### src/rtl/process_run_controller_pkg.sv
// rtl/process_run_controller_pkg.sv - shared state encoding and width helper for the run sequencer
package process_run_controller_pkg;

    typedef enum logic [2:0] {
        S_IDLE    = 3'd0,
        S_DELAY   = 3'd1,
        S_RUN     = 3'd2,
        S_DONE    = 3'd3,
        S_TIMEOUT = 3'd4
    } state_t;

    // Bits needed to hold 0..max_val; never less than one bit.
    function automatic int cnt_width(input int max_val);
        return (max_val < 1) ? 1 : $clog2(max_val + 1);
    endfunction

endpackage

### src/rtl/process_run_controller_sat_up_counter.sv
// rtl/process_run_controller_sat_up_counter.sv - clearable up counter that sticks at MAX
module sat_up_counter #(
    parameter int W   = 4,
    parameter int MAX = 15
) (
    input  logic         clk,
    input  logic         rst_n,
    input  logic         clr,
    input  logic         en,
    output logic [W-1:0] count
);

    localparam logic [W-1:0] MAX_V = W'(MAX);

    // Clear has priority; counting stops at MAX so the value never wraps.
    always_ff @(posedge clk or negedge rst_n) begin
        if (!rst_n) begin
            count <= '0;
        end else if (clr) begin
            count <= '0;
        end else if (en && (count != MAX_V)) begin
            count <= count + 1'b1;
        end
    end

endmodule

### src/rtl/process_run_controller.sv
// rtl/process_run_controller.sv - start delay, watchdog and core-done collection for one processor run
module process_run_controller
    import process_run_controller_pkg::*;
#(
    parameter int  NUM_CORES   = 3,
    parameter int  START_DELAY = 10,
    parameter int  MAX_CYCLES  = 8000,
    parameter bit  AUTO_START  = 1'b1,
    localparam int CNT_W       = cnt_width(MAX_CYCLES)
) (
    input  logic                 fast_clock,
    input  logic                 rst_n,
    input  logic                 arm,
    input  logic                 clear,
    input  logic [NUM_CORES-1:0] core_done,
    output logic                 start_process,
    output logic                 run_active,
    output logic                 run_done,
    output logic                 run_timeout,
    output logic [NUM_CORES-1:0] done_mask,
    output logic [CNT_W-1:0]     cycle_count
);

    localparam int               DLY_W    = cnt_width(START_DELAY);
    localparam logic [DLY_W-1:0] DLY_LAST = DLY_W'(START_DELAY > 0 ? START_DELAY - 1 : 0);
    localparam logic [CNT_W-1:0] CNT_LAST = CNT_W'(MAX_CYCLES - 1);

    state_t           state;
    logic             auto_pending;
    logic [DLY_W-1:0] delay_cnt;
    logic             abort;
    logic             all_done;

    // A clear outside IDLE wins over every other transition.
    assign abort    = clear && (state != S_IDLE);
    // Include this edge's done inputs so a late pulse still completes the run.
    assign all_done = &(done_mask | core_done);

    // Delay counter only advances while in DELAY and restarts from zero on each entry.
    sat_up_counter #(.W(DLY_W), .MAX(START_DELAY)) u_delay_cnt (
        .clk   (fast_clock),
        .rst_n (rst_n),
        .clr   ((state != S_DELAY) || abort),
        .en    (state == S_DELAY),
        .count (delay_cnt)
    );

    // Cycle counter is held after exit; only clear (or reset) returns it to zero.
    sat_up_counter #(.W(CNT_W), .MAX(MAX_CYCLES)) u_cycle_cnt (
        .clk   (fast_clock),
        .rst_n (rst_n),
        .clr   (clear),
        .en    (state == S_RUN),
        .count (cycle_count)
    );

    // Run sequencer; outputs are registered alongside the state they describe.
    always_ff @(posedge fast_clock or negedge rst_n) begin
        if (!rst_n) begin
            state         <= S_IDLE;
            auto_pending  <= AUTO_START;
            start_process <= 1'b0;
            run_active    <= 1'b0;
            run_done      <= 1'b0;
            run_timeout   <= 1'b0;
            done_mask     <= '0;
        end else if (abort) begin
            state         <= S_IDLE;
            start_process <= 1'b0;
            run_active    <= 1'b0;
            run_done      <= 1'b0;
            run_timeout   <= 1'b0;
            done_mask     <= '0;
        end else begin
            case (state)
                S_IDLE: begin
                    if (!clear && (arm || auto_pending)) begin
                        auto_pending <= 1'b0;
                        run_active   <= 1'b1;
                        if (START_DELAY > 0) begin
                            state <= S_DELAY;
                        end else begin
                            state         <= S_RUN;
                            start_process <= 1'b1;
                        end
                    end
                end
                S_DELAY: begin
                    if (delay_cnt == DLY_LAST) begin
                        state         <= S_RUN;
                        start_process <= 1'b1;
                    end
                end
                S_RUN: begin
                    done_mask <= done_mask | core_done;
                    if (all_done) begin
                        state         <= S_DONE;
                        run_done      <= 1'b1;
                        start_process <= 1'b0;
                        run_active    <= 1'b0;
                    end else if (cycle_count == CNT_LAST) begin
                        state         <= S_TIMEOUT;
                        run_timeout   <= 1'b1;
                        start_process <= 1'b0;
                        run_active    <= 1'b0;
                    end
                end
                S_DONE, S_TIMEOUT: begin
                    state <= state;
                end
                default: begin
                    state <= S_IDLE;
                end
            endcase
        end
    end

endmodule

### config.mk
export PLATFORM = sky130hd
export DESIGN_NAME = process_run_controller
export DESIGN_NICKNAME = d
export VERILOG_FILES = /design/src/rtl/process_run_controller_pkg.sv /design/src/rtl/process_run_controller_sat_up_counter.sv /design/src/rtl/process_run_controller.sv
export SDC_FILE = /design/constraint.sdc
export NUM_CORES = 1
export LEC_CHECK = 0
export BUFFER_PORTS_ARGS = -buffer_cell sky130_fd_sc_hd__buf_2
export CAP_MARGIN = 20
export CORE_MARGIN = 5
export CORE_UTILIZATION = 50
export CTS_BUF_LIST = sky130_fd_sc_hd__clkbuf_16
export CTS_CLUSTER_SIZE = 28
export DETAILED_ROUTE_END_ITERATION = 16
export PLACE_DENSITY = 0.72
export SLEW_MARGIN = 5
export SYNTH_ARGS = -nofsm -noshare
export SYNTH_HDL_FRONTEND = slang
export SYNTH_HIERARCHICAL = 1
export SYNTH_SLANG_ARGS = --single-unit
export TNS_END_PERCENT = 30
### constraint.sdc
create_clock -name fast_clock -period 5.7 [get_ports fast_clock]
set_input_delay 0.57 -clock fast_clock [delete_from_list [all_inputs] [get_ports fast_clock]]
set_output_delay 0.57 -clock fast_clock [all_outputs]
set_load 0.02 [all_outputs]
==> flow_summary.ini <==
[sta]
hold_slack_ps = 308
period_needed_ps = 1950
drv_slew = 0
fin_setup_tns_ps = 0
finalClockSkew_ps = 3.25
relSlewSlack_pct = 59.9
hold_viol = 0
fin_crit_sh_pct = 34.2
rsz0062_at_grt = no
finalSetupViolCount = 0
max_freq_ghz = 0.513
worstMarginPinSlew_ps = 601

[logic_synthesis]
async_reset_ff_share_pct = 100
synth_common_cells = dfrtp_1, nor2_1, a21oi_1
ys_seq_area_share_pct = 43.8
yosysMostFrequentCell = dfrtp_1
syn_inst = 161
yosys.area.top_type = dfrtp_1
synth_top_flop_cell = dfrtp_1
synth.avg_cell_area_um2 = 9.95
synth_edf_count = 0
syn-num-nets = 172
yosysUniqueCellTypes = 46
yosysTopAreaCellShare_pct = 42.2
synth_seq_cells = 28
yosys_warnings = 6
ys_top_cells_by_area = dfrtp_1, a21oi_1, nor2_1
synth_area_um2 = 1600

[worst_setup_path]
required_ps = 5850
critPathKind = reg2reg
startpoint_type = flop
crit_slowest_cell = dfrtp_1
cp_top_family = simple AND/OR/NAND/NOR gates
cpMostUsedCell = inv_1
critPathBufInv = 2
worstPathMaxFanout = 13
end_kind = flop
crit_chain = nor2_1, nand2_1, inv_1, inv_1, nor4_1, mux2_2
arrival_ps = 2100
crit_path_max_incr_delay_ps = 480

[layout]
multi_input_area_um2 = 828
ff_latch_area_um2 = 702
final_core_util_pct = 59.6
diodes = 0
fin_nets = 196
drive_above_1_share_pct = 23.9
areaGrowthSynthToFinish_pct = 13.7
nFillCells = 279
final_cell_count_no_fill = 228

[die]
fp.dieW_um = 66.6
die_h_um = 66.6
initial_utilization_pct = 52.5
fp-row-count = 20
io_pins = 27
core_um2 = 3050
dieArea_um2 = 4430

[pwr]
p_sw_mw = 0.110
vdd_drop_max_mv = 0.100
p_leak_nw = 0.821
power_frac_clock_pct = 36.7
combPwrFrac_pct = 13.3
power.density_nw_per_um2 = 239
power.internal_mw = 0.326
p_sw_share_pct = 25.1
seqPwrFrac_pct = 50.0

[detailed_routing]
drt-initial-drc-count = 68
vias_per_cell = 5.72
wl_per_cell_um = 14.7
drc = 0
postRouteAntennaNets = 0
num_vias = 1304
dr.pass1.iters = 4
wirelength_um = 3350

[cts]
holdBufCountCts = 0
htree_levels = 1
clockRootBuffer = clkbuf_16
cts_made_buffers = 3
tritoncts = yes
post_cts_buffers = 0
worstSkewPairLatency_ps = 260
cts_sinks = 28
cts_buffer_depth = 2
cts.reportedPaths.clkPinSlew_ps = 70
cts.repair.resized = 0

[grt]
grt-ovfl-total = 0
grt_max_degree = 30
grt_pass1_wl_um = 5730
antenna_found_initial = 0
grt_pass1_vias = 1251
grtUsageTotal_pct = 16.7

[outcome]
status = completed

[placed_design]
hpwl_um = 2380
dp.cells = 224
port_buffers = 26
routabilityCongestion = 0.842

[worst_hold_path]
hp-class = in2async

[job]
maxCapViolCount = 0
## power groups by stage
stage / sequential (mW) / clock (mW) / combinational [mW]
after floorplan: 0.223 / 0 / 0.0434
after global placement: 0.221 / 0 / 0.0578
after detailed placement: 0.222 / 0 / 0.0589
after CTS: 0.218 / 0.163 / 0.0590
after global routing: 0.219 / 0.171 / 0.0642
final: 0.218 / 0.160 / 0.0580
## layout make-up
class | instances | share of cell area (%)
Clock buffer | 3 | 4.12
Clock inverter | 1 | 0.206
Inverter | 7 | 1.44
Multi-Input combinational cell | 119 | 45.5
Sequential cell | 28 | 38.6
Tap cell | 44 | 3.02
Timing Repair Buffer | 26 | 7.15
## registers in the layout (all words and copies together) (netlist names)
| name | cells |
|---|---|
| done_mask | 3 |
| state | 3 |
| auto_pending | 1 |
| run_active | 1 |
| u_cycle_cnt/count | 13 |
| run_timeout | 1 |
| u_delay_cnt/count | 4 |
| start_process | 1 |
| run_done | 1 |
## placed cells by master (no fill, tap or decap), drive strengths merged, types with 3 or more instances in the layout
cell,instances
nand2b,3
o21ai,7
dfrtp,27
or4,5
nand3,4
o31ai,5
inv,7
nor2,17
o21a,3
nor2b,3
nand4,9
a21oi,17
nor4,3
ha,4
nand2,8
clkbuf,3
mux2,4
or3,4
buf,26
## routing by layer
| layer | share of wire [%] | track usage [%] | up-vias |
|---|---|---|---|
| met4 | 1.2 | 5.33 | 0 |
| met5 | 0 | 0 | - |
| li1 | - | - | 642 |
| met2 | 50 | 29.0 | 27 |
| met3 | 4.1 | 2.53 | 4 |
| met1 | 45 | 21.1 | 631 |
## worst paths after layout
path	startpoint	endpoint	slack, ps	depth (start not counted)
max	state[0]	u_cycle_cnt/count[11]	3750	6
min reg2reg	auto_pending	auto_pending	460	1
max in group asynchronous	rst_n	u_delay_cnt/count[1]	5000	1
min in group fast_clock	auto_pending	auto_pending	460	1
max reg2reg	state[0]	u_cycle_cnt/count[11]	3750	6
min	rst_n	start_process	310	1
## through the flow
stage	total power [mW]	worst slack, ps	cell area [um^2]
after floorplan	0.266	3850	1600
after global placement	0.279	3820	1740
after detailed placement	0.281	3770	1740
after CTS	0.441	3740	1820
after global routing	0.455	3560	1820
final	0.436	3750	1820
## cell families (layout without fill, tap and decap cells)
| kind of cell | count (synthesis) | after routing | share of synthesized area [%] |
|---|---|---|---|
| simple gates | 66 | 66 | 25.3 |
| flops | 28 | 28 | 43.8 |
| mux | 6 | 6 | 4.53 |
| buf+inv | 14 | 37 | 4.45 |
| fa+ha+maj | 4 | 4 | 3.13 |
| compound gates | 41 | 41 | 17.7 |
| xor+xnor | 2 | 2 | 1.09 |
Note: power is estimated with default switching activity, not from simulation.
